## src/rtl/branch_predictor_pkg.sv

```systemverilog
// Shared definitions for the branch predictor: counter encodings and the
// conditional-branch opcode.
package branch_predictor_pkg;

   typedef enum logic [1:0] {
      SN = 2'b00,
      WN = 2'b01,
      WT = 2'b10,
      ST = 2'b11
   } ctr_state_t;

   localparam logic [6:0] OPC_BRANCH = 7'b1100011;

   function automatic logic ctr_predicts_taken(input ctr_state_t s);
      return s[1];
   endfunction

endpackage

```

## src/rtl/branch_predictor_sat_counter2.sv

```systemverilog
// Two-bit saturating counter next-state logic, purely combinational.
module sat_counter2
   import branch_predictor_pkg::*;
(
   input  ctr_state_t state,
   input  logic       taken,
   output ctr_state_t next_state
);

   always_comb begin
      next_state = state;
      if (taken) begin
         unique case (state)
            SN: next_state = WN;
            WN: next_state = WT;
            WT: next_state = ST;
            ST: next_state = ST;
         endcase
      end else begin
         unique case (state)
            SN: next_state = SN;
            WN: next_state = SN;
            WT: next_state = WN;
            ST: next_state = WT;
         endcase
      end
   end

endmodule

```

## src/rtl/branch_predictor.sv

```systemverilog
// Bimodal branch predictor: a table of 2-bit saturating counters indexed by
// pc[IDX_W+1:2], with a registered lookup path and resolved-branch statistics.
module branch_predictor
   import branch_predictor_pkg::*;
#(
   parameter int IDX_W = 4
) (
   input  logic        clk,
   input  logic        rst_n,
   input  logic        pred_valid,
   input  logic [31:0] pred_pc,
   output logic        pred_out_valid,
   output logic        pred_taken,
   input  logic        upd_valid,
   input  logic [31:0] upd_pc,
   input  logic        upd_taken,
   input  logic        upd_pred,
   output logic        mispredict,
   output logic [31:0] branch_cnt,
   output logic [31:0] mispred_cnt
);

   localparam int ENTRIES = 1 << IDX_W;

   // Flop array so that every entry can be cleared by the async reset.
   ctr_state_t       table_q [ENTRIES];
   logic [IDX_W-1:0] pred_idx;
   logic [IDX_W-1:0] upd_idx;
   ctr_state_t       upd_cur;
   ctr_state_t       upd_next;
   ctr_state_t       pred_cur;
   logic             is_mispred;

   logic             pred_out_valid_q;
   logic             pred_taken_q;
   logic             mispredict_q;
   logic [31:0]      branch_cnt_q;
   logic [31:0]      mispred_cnt_q;

   logic             unused_pc_bits;
   assign unused_pc_bits = ^{pred_pc[31:IDX_W+2], pred_pc[1:0],
                             upd_pc[31:IDX_W+2], upd_pc[1:0]};

   assign pred_idx = pred_pc[IDX_W+1:2];
   assign upd_idx  = upd_pc[IDX_W+1:2];
   assign upd_cur  = table_q[upd_idx];

   sat_counter2 u_sat_counter2 (
      .state      (upd_cur),
      .taken      (upd_taken),
      .next_state (upd_next)
   );

   // A lookup colliding with an update sees the post-update value.
   always_comb begin
      pred_cur = table_q[pred_idx];
      if (upd_valid && (upd_idx == pred_idx)) begin
         pred_cur = upd_next;
      end
   end

   assign is_mispred = upd_valid && (upd_taken != upd_pred);

   always_ff @(posedge clk or negedge rst_n) begin
      if (!rst_n) begin
         for (int i = 0; i < ENTRIES; i++) begin
            table_q[i] <= WN;
         end
      end else if (upd_valid) begin
         table_q[upd_idx] <= upd_next;
      end
   end

   always_ff @(posedge clk or negedge rst_n) begin
      if (!rst_n) begin
         pred_out_valid_q <= 1'b0;
         pred_taken_q     <= 1'b0;
      end else begin
         pred_out_valid_q <= pred_valid;
         if (pred_valid) begin
            pred_taken_q <= ctr_predicts_taken(pred_cur);
         end
      end
   end

   always_ff @(posedge clk or negedge rst_n) begin
      if (!rst_n) begin
         mispredict_q  <= 1'b0;
         branch_cnt_q  <= '0;
         mispred_cnt_q <= '0;
      end else begin
         mispredict_q <= is_mispred;
         if (upd_valid) begin
            branch_cnt_q <= branch_cnt_q + 32'd1;
         end
         if (is_mispred) begin
            mispred_cnt_q <= mispred_cnt_q + 32'd1;
         end
      end
   end

   assign pred_out_valid = pred_out_valid_q;
   assign pred_taken     = pred_taken_q;
   assign mispredict     = mispredict_q;
   assign branch_cnt     = branch_cnt_q;
   assign mispred_cnt    = mispred_cnt_q;

endmodule

```

## config.mk

```make
export PLATFORM = sky130hd
export DESIGN_NAME = branch_predictor
export DESIGN_NICKNAME = d
export VERILOG_FILES = /design/src/rtl/branch_predictor_pkg.sv /design/src/rtl/branch_predictor_sat_counter2.sv /design/src/rtl/branch_predictor.sv
export SDC_FILE = /design/constraint.sdc
export NUM_CORES = 1
export LEC_CHECK = 0
export CAP_MARGIN = 20
export CELL_PAD_IN_SITES_DETAIL_PLACEMENT = 1
export CELL_PAD_IN_SITES_GLOBAL_PLACEMENT = 2
export CORE_MARGIN = 2
export CORE_UTILIZATION = 31
export CTS_BUF_LIST = sky130_fd_sc_hd__clkbuf_8
export DETAILED_ROUTE_END_ITERATION = 10
export PLACE_DENSITY_LB_ADDON = 0.1
export SETUP_SLACK_MARGIN = 0.02
export SLEW_MARGIN = 5
export SYNTH_ARGS = -nofsm -noshare
export SYNTH_HDL_FRONTEND = slang
export SYNTH_SLANG_ARGS = --single-unit
export TNS_END_PERCENT = 50
```

## constraint.sdc

```tcl
create_clock -name clk -period 2.88 [get_ports clk]
set_input_delay 0.864 -clock clk [delete_from_list [all_inputs] [get_ports clk]]
set_output_delay 0.864 -clock clk [all_outputs]
set_load 0.01 [all_outputs]
```

==> results.txt, run 1 <==
The flow ran to the end, and the final reports show no timing, DRC or antenna violations. In the synthesized netlist, mux cells make up 14.6% of the area. The run gives 374 MHz as the highest clock frequency the design can meet.

The standard cell core area is 14600 um^2. For the number of clock sinks seen by CTS, the log shows 99. Summing the areas of all and, or, nand and nor instances in the mapped netlist gives 15.9% of the synthesized area.

The netlist uses 34 different library cells. VDD sags by at most 0.213 mV. The average instance in the mapped netlist occupies 12.2 um^2.

The initial utilization of the core area, before any placement, comes to 32.0%. The die outline height is 127 um, and the final-report setup violation count is 0. After layout, the worst path uses 92.9% of the clock period. In the synthesized netlist the async set-or-reset flop fraction comes to 100%. The worst hold slack across all endpoints is 470 ps, and the arithmetic-cell share of the synthesized area counting full adders, half adders and majority gates is 1.01%.

The highest metal layer carrying signal wires in the routed design is met4. In this run, placement finished with an instance count of 664. The run gives 5.65 mm as the amount of wire on met2 after detailed routing. At the end of routability-driven placement, the weighted congestion stood at 0.730.

The tools report the data arrival time at the worst-slack endpoint as 2940 ps. Total number of vias: 3361. The clock passes through at most 2 buffers. Entering global routing, the biggest net connects 46 pins. Counting instances in the post-synthesis netlist gives the leading cell types as sky130_fd_sc_hd__dfrtp_1 (83), sky130_fd_sc_hd__xnor2_1 (41), sky130_fd_sc_hd__mux2_2 (34). Fraction of layout cells with a size suffix above 1: 24.7%. In the post-synthesis netlist, the biggest area contributors are sky130_fd_sc_hd__dfrtp_1 (44%), sky130_fd_sc_hd__dfstp_2 (9.0%), sky130_fd_sc_hd__mux2_2 (8.2%). In the synthesized netlist, the number of instances is 385.

In this run the critical register-to-register path is captured at table_q[3]$_DFFE_PN0P_. The final routed wire length divided by cell count came out at 17.4 um. For the via count of the first global-routing pass, the log shows 3562. The first detailed-routing pass took 4 iterations. The count of nets left with antenna violations once routing finished came out at 0. Setup repair after global routing left no endpoint under its margin. Among cell families on the critical path, the largest total delay comes from buffers and inverters. In this run, CTS created clock tree buffers numbering 9. The first-iteration detailed-routing DRC count is 129, and the number of synthesized register bits is 99. The wire length the detailed router placed on met1 is 5.68 mm.

Transition time at the pin with the least slew margin: 598 ps. The fraction of synthesized cell area in xor and xnor cells was 12.5%; the buffering stage count on the worst path with inverters included was 2. STA classifies the critical path endpoint as a flop.

The compound-cell area share of the yosys netlist came out at 0.693%. Measured on the finished design, the core utilization comes to 42.4%. The type of the tightest min-delay check was reg2reg.

The sink of the worst hold path was branch_cnt[31]$_DFFE_PN0P_. Across all register-to-register paths, the minimum setup slack is 810 ps. The power per cell area works out to 625 nW/um^2.

The leakage power summed over all cells was 2.69 nW; the post-cts hold buffer count was 0. Measured against its own limit, the worst slew margin works out to 60.1%. The cell area that synthesis handed to floorplanning was 4690 um^2.

The repair_antennas step left the layout with diodes totalling 0. The count of final hold-check violations is 0. The H-tree generated during clock tree synthesis spans 3 levels. Worst hold path startpoint: branch_cnt[31]$_DFFE_PN0P_. In this run the worst path has a maximum fanout of 8. The largest total area in the synthesized netlist belongs to sky130_fd_sc_hd__dfrtp_1.

After synthesis, the largest family of logic cells by area is simple AND/OR/NAND/NOR gates. The clock-pin slew reported for the worst setup and hold paths after clock tree synthesis came out at 110 ps. Among all flip-flop cells after synthesis, the most frequent one is sky130_fd_sc_hd__dfrtp_1. The number of max-slew violations in the final report was 0; the final layout net count was 569.

The half-perimeter wire length of the detailed placement result is 8.52 mm. When the netlist entered floorplanning its net count stood at 457. Among all stages on the critical path, the largest delay is contributed by sky130_fd_sc_hd__clkdlybuf4s50_1. The tools report the required time reported for the critical path endpoint as 3140 ps. The area fraction of the dominant cell type after synthesis is 44.3%. The setup path with the least slack is of type in2reg. Input and output buffers added on the ports amount to 80. The tools report the nature of the critical path startpoint as an input pin. The critical path goes through clkdlybuf4s50_1 > buf_4 > mux4_2 > nand2_2 > nand4_1 > maj3_4 > mux2_2. Measured in cells, the most critical reg-to-reg path has a length of 5. Summing the sequential cell areas from Yosys gives 53.2% of the chip area. The most common cell in the synthesized netlist is sky130_fd_sc_hd__dfrtp_1.

The number of cell rows is 44. For this design the top-level I/O count stands at 137. In this run the horizontal extent of the chip is 127 um. The final instance count without filler cells was 686; the instance count along the most critical hold path was 1. The cell at the root of the clock tree was sky130_fd_sc_hd__clkbuf_8. Final wirelength: 11.9 mm.

The run gives 0 as the detailed-route DRC error count. After detailed routing, the met3 layer carries 440 um of wire. For the worst-skew pair, the clock arrives at the later sink with an insertion delay of 370 ps. The total congestion overflow after global routing is 0, and the number of enable-type register cells in the synthesized netlist is 0. Yosys printed 0 warnings.

The reg-to-reg critical path startpoint is table_q[24]$_DFFE_PN1P_. The routed design could run at a clock period as short as 2680 ps. The area growth from synthesis to final layout was 32.4%.

The maximum cell stage delay along the critical path works out to 480 ps. The first global-routing pass estimated 19.9 mm of wire. TritonCTS built the clock tree.

The number of antenna violations at the first check in global routing came out at 0. For the area enclosed by the die boundary, the log shows 16100 um^2. Across the routed clock network, the largest skew measured is 8.33 ps.

Global routing used 15.7% of the available tracks across all layers. The filler cells instantiated in the layout total 1569. Dividing the detail-routed via count by the number of cells gives 4.90. Across the run, the number of max-cap violations was 0.
## worst register-to-register path, stage by stage, from the launching register on
cell,delay [ps]
sky130_fd_sc_hd__dfstp_2,380
sky130_fd_sc_hd__mux4_2,490
sky130_fd_sc_hd__nand2_2,100
sky130_fd_sc_hd__nand4_1,230
sky130_fd_sc_hd__maj3_4,470
sky130_fd_sc_hd__mux2_2,280
## per-stage QoR
stage	setup TNS, ps	setup WS, ps	instance area (um^2)	total power [mW]
after floorplan	0	98.1	4690	2.38
after global placement	-12530	-416	5900	2.79
after detailed placement	-13680	-445	5900	2.83
after CTS	0	21.2	6210	3.94
after global routing	0	179	6210	4.11
final	0	205	6210	3.89
## layer usage
| metal | up-vias | GRT usage [%] |
|---|---|---|
| li1 | 1578 | - |
| met1 | 1703 | 22.4 |
| met2 | 67 | 24.7 |
| met3 | 13 | 2.68 |
| met4 | 0 | 4.85 |
| met5 | - | 0 |
## what timing repair did
action	CTS	global route
gates resized for setup	10	3
gates cloned	2	0
pin swaps	5	4
endpoints found under the setup margin	32	29
buffers inserted	4	0
## sequential cells by signal (all words and copies together) (netlist names)
name            flops
pred_out_valid      1
pred_taken          1
table_q            32
mispred_cnt        32
mispredict          1
branch_cnt         32
## layout make-up
type,instances,area (um^2),share of cell area (%)
well taps,184,230,3.71
multi-input cells,270,2150,34.7
repair buffers,111,1090,17.5
clock inverters,7,98.8,1.59
flip-flops and latches,99,2500,40.2
inverters,6,22.5,0.362
clock buffers,9,124,1.99
## worst max path at each step
| stage | from | end | slack [ps] | depth (start not counted) |
|---|---|---|---|---|
| 2_1_floorplan | upd_pc[2] | table_q[17]$_DFFE_PN0P_ | 100 | 8 |
| 3_3_place_gp | upd_pc[2] | table_q[19]$_DFFE_PN0P_ | -420 | 7 |
| 3_5_place_dp | upd_pc[2] | table_q[19]$_DFFE_PN0P_ | -450 | 7 |
| 4_1_cts | upd_pc[2] | table_q[3]$_DFFE_PN0P_ | 20 | 7 |
| 5_1_grt | upd_pc[3] | table_q[3]$_DFFE_PN0P_ | 180 | 7 |
| 6_report | upd_pc[3] | table_q[3]$_DFFE_PN0P_ | 200 | 7 |
## cell usage in the layout (no fill, tap or decap), types with 3 or more instances in the layout
cell type	count
sky130_fd_sc_hd__clkbuf_8	9
sky130_fd_sc_hd__nor2b_1	4
sky130_fd_sc_hd__mux2_2	34
sky130_fd_sc_hd__dfstp_2	16
sky130_fd_sc_hd__nor2_1	24
sky130_fd_sc_hd__and3_1	13
sky130_fd_sc_hd__xor2_1	26
sky130_fd_sc_hd__mux4_2	12
sky130_fd_sc_hd__nand2_1	26
sky130_fd_sc_hd__clkdlybuf4s50_1	78
sky130_fd_sc_hd__maj3_4	3
sky130_fd_sc_hd__nand3_1	21
sky130_fd_sc_hd__nor3_1	13
sky130_fd_sc_hd__or3_1	4
sky130_fd_sc_hd__buf_4	27
sky130_fd_sc_hd__xnor2_1	41
sky130_fd_sc_hd__inv_1	6
sky130_fd_sc_hd__and4_1	4
sky130_fd_sc_hd__nand4_1	17
sky130_fd_sc_hd__mux2i_1	3
sky130_fd_sc_hd__dfrtp_1	83
sky130_fd_sc_hd__buf_12	4
sky130_fd_sc_hd__nor4_1	3
sky130_fd_sc_hd__nand2_2	4
## where the power goes
part / internal, mW / leakage [nW] / switching [mW]
Combinational: 0.555 / 1.30 / 0.405
Clock: 0.496 / 0.110 / 0.531
Sequential: 1.69 / 1.28 / 0.214
## cell families (layout without fill, tap and decap cells)
family	Yosys count	in the layout
xor+xnor	67	67
mux	49	49
fa+ha+maj	4	6
buf+inv	18	133
compound gates	4	4
flops	99	99
simple gates	144	144
No activity file was read; power rests on OpenSTA's default activity.
==> run 2: changes to the inputs <==
CORE_UTILIZATION = 34   (was 31)
clock period = 3.32 ns   (was 2.88 ns; I/O delays follow)
==> results.txt, run 2 (synthesis gave the netlist of run 1 again) <==
The run finished with clean final reports. The via count of the first global-routing pass is 3555, and the clock-pin slew reported for the worst setup and hold paths after clock tree synthesis is 90 ps. Of the total power, combinational logic draws 24.0%. The ratio of final minimum period to clock period was 92.2%. The worst path needs 3060 ps of the cycle, external delays included. The later-pin clock latency in the skew report came out at 370 ps.

Wires add up to 11.1 mm. The maximum clock skew at final layout came out at 13.4 ps. For this run, the total global-route usage over all layers was measured as 16.6%. Relative to the synthesized area, the layout overhead comes to 27.4%. The leakage power summed over all cells is 2.58 nW, and the instance area after placement is 5790 um^2. The number of ports placed on the die boundary was 137.

IR analysis of the VDD net gives a maximum drop of 0.189 mV. For the number of max-slew violations in the final report, the log shows 0. TritonCTS built the clock tree. At the pin with the least slew margin, the transition time is 565 ps.

The final weighted congestion in routability-driven placement was 0.774. Cell internal power was estimated by the tool at 2.24 mW. The tools report the number of nets with antenna violations after detailed routing as 0. The highest clock frequency the design can meet came out at 327 MHz. Counting the buffers created by CTS gives 9. STA classifies the critical path endpoint as a flop. The run gives 3272 as the total number of vias. The top cell types in the final layout, fill and taps aside, are sky130_fd_sc_hd__dfrtp_1 (83), sky130_fd_sc_hd__clkdlybuf4s50_1 (79), sky130_fd_sc_hd__xnor2_1 (41). For the final routed database, the setup TNS stands at 0 ps. Final layout net count: 554. 0 antenna diodes ended up in the layout. The die is 121 um tall. For this configuration, the core starts out at a cell density of 35.2%. STA puts the critical path data required time at 3580 ps. Setup violations remaining at the end of the flow were counted as 0. The maximum number of pins on one net before global-route repair is 100. The total overflow left after global routing is 0.

The nature of the critical path startpoint is an input pin. CTS saw 99 sinks. Of the total power, registers draw 52.3%.

The number of violations of the max-capacitance limit was 0; the fraction of layout cells with a size suffix above 1 was 20.3%. Summing all non-filler instances in the final layout gives an area of 5980 um^2. Count of port buffers added during placement: 80.

Row generation in the floorplan step produced 42 rows. The number of antenna violations at the first check in global routing came out at 0. CTS placed an instance of sky130_fd_sc_hd__clkbuf_8 at the clock tree root. The startpoint identified for the worst register-to-register timing path is table_q[25]$_DFFE_PN0P_. Setup repair after global routing left no endpoint under its margin. The region available for standard cell placement spans 13300 um^2. In this run the most critical hold path is launched from branch_cnt[31]$_DFFE_PN0P_. The die covers 14800 um^2.

The power per cell area works out to 526 nW/um^2. The multi-input combinational cells in the finished layout cover a total of 2100 um^2. After detailed routing, the number of remaining DRC violations is 0. The critical path starts at upd_pc[2]. The leading cell type in the layout, fill and taps excluded is sky130_fd_sc_hd__dfrtp_1. The analysis attributes to net switching a power of 0.902 mW. Summing all flip-flop and latch instances after layout gives 2500 um^2. Dividing the detail-routed wire length by the instance count gives 16.8 um. The kind of critical path is in2reg. The first-iteration detailed-routing DRC count came out at 144. The tools report the number of cells upsized or downsized after cts as 0. For the worst setup path, the data arrival time is 3320 ps. The count of final hold-check violations was 0. The die width came out at 121 um. For the share of total power in the clock network, the log shows 23.7%. In this run the post-CTS setup repair buffer count came out at 0. The first global-routing pass estimated 18.9 mm of wire. The number of vias per cell was 4.94; the post-cts hold buffer count was 0. Headroom to the max-slew limit came out at 62.3%. The fraction of power spent switching nets is 28.7%, and the half-perimeter wire length of the detailed placement result is 7.99 mm. The logs give 3 for the number of H-tree levels and 1470 for the filler cell count in the final layout. Along the worst path, the maximum fanout reaches 16. The worst hold path belongs to the class reg2reg.

Counting along the longest clock path gives a buffer depth of 2. The first TritonRoute pass finished after 4 iterations.
==> run 2: cell count changes in the layout (fill, tap and decap cells not counted), sizes merged <==
cell,previous run,this run
buf,32,19
bufinv,2,1
clkdlybuf4s50,78,79
clkinv,2,1
dlymetal6s2s,1,0
inv,8,10
maj3,4,2
==> run 2: final cells by class <==
type                       count  area share [%]
clock inverter                 7           0.963
inverter                       6           0.377
tap                          176            3.69
timing repair buffer          98            16.0
multi-input combinational    268            35.1
clock buffer                   9            2.07
sequential                    99            41.8
==> run 2: path summary, 6_finish.rpt <==
check | cells past startpoint | slack (ps) | endpoint
setup / recovery | 7 | 260 | table_q[7]$_DFFE_PN0P_
hold / removal | 1 | 480 | branch_cnt[31]$_DFFE_PN0P_
setup reg to reg | 5 | 1200 | table_q[7]$_DFFE_PN0P_
hold reg to reg | 1 | 480 | branch_cnt[31]$_DFFE_PN0P_
max in group asynchronous | 2 | 2200 | table_q[10]$_DFFE_PN1P_
min in group asynchronous | 2 | 650 | branch_cnt[4]$_DFFE_PN0P_
==> run 2: stage by stage <==
stage	setup WS [ps]	std cells	power [mW]	hold slack, ps	util (%)
after floorplan	406	385	2.07	491	-
after global placement	-116	647	2.40	458	43.4
after detailed placement	-135	647	2.43	466	43.4
after CTS	271	663	3.20	480	44.8
after global routing	177	663	3.35	499	44.8
final	260	663	3.14	477	44.8
==> run 2: routing by layer <==
layer | track usage, % | up-vias | wire, um
li1 | - | 1541 | -
met1 | 23.1 | 1659 | 5310
met2 | 26.1 | 61 | 5270
met3 | 2.73 | 11 | 358
met4 | 6.25 | 0 | 190
met5 | 0 | - | 0
==> run 2: critical path, cell delays in order <==
cell and delay (ps):
sky130_fd_sc_hd__clkdlybuf4s50_1 500, sky130_fd_sc_hd__buf_12 160, sky130_fd_sc_hd__mux4_2 510, sky130_fd_sc_hd__a22oi_2 210
sky130_fd_sc_hd__nand3_2 130, sky130_fd_sc_hd__maj3_2 470, sky130_fd_sc_hd__mux2_2 320
==> run 2: power groups by stage <==
stage	registers [mW]	logic [mW]	clock network, mW
final	1.64	0.754	0.745
after global routing	1.68	0.831	0.834
after CTS	1.64	0.770	0.784
after floorplan	1.65	0.414	0
after global placement	1.65	0.749	0
after detailed placement	1.66	0.769	0
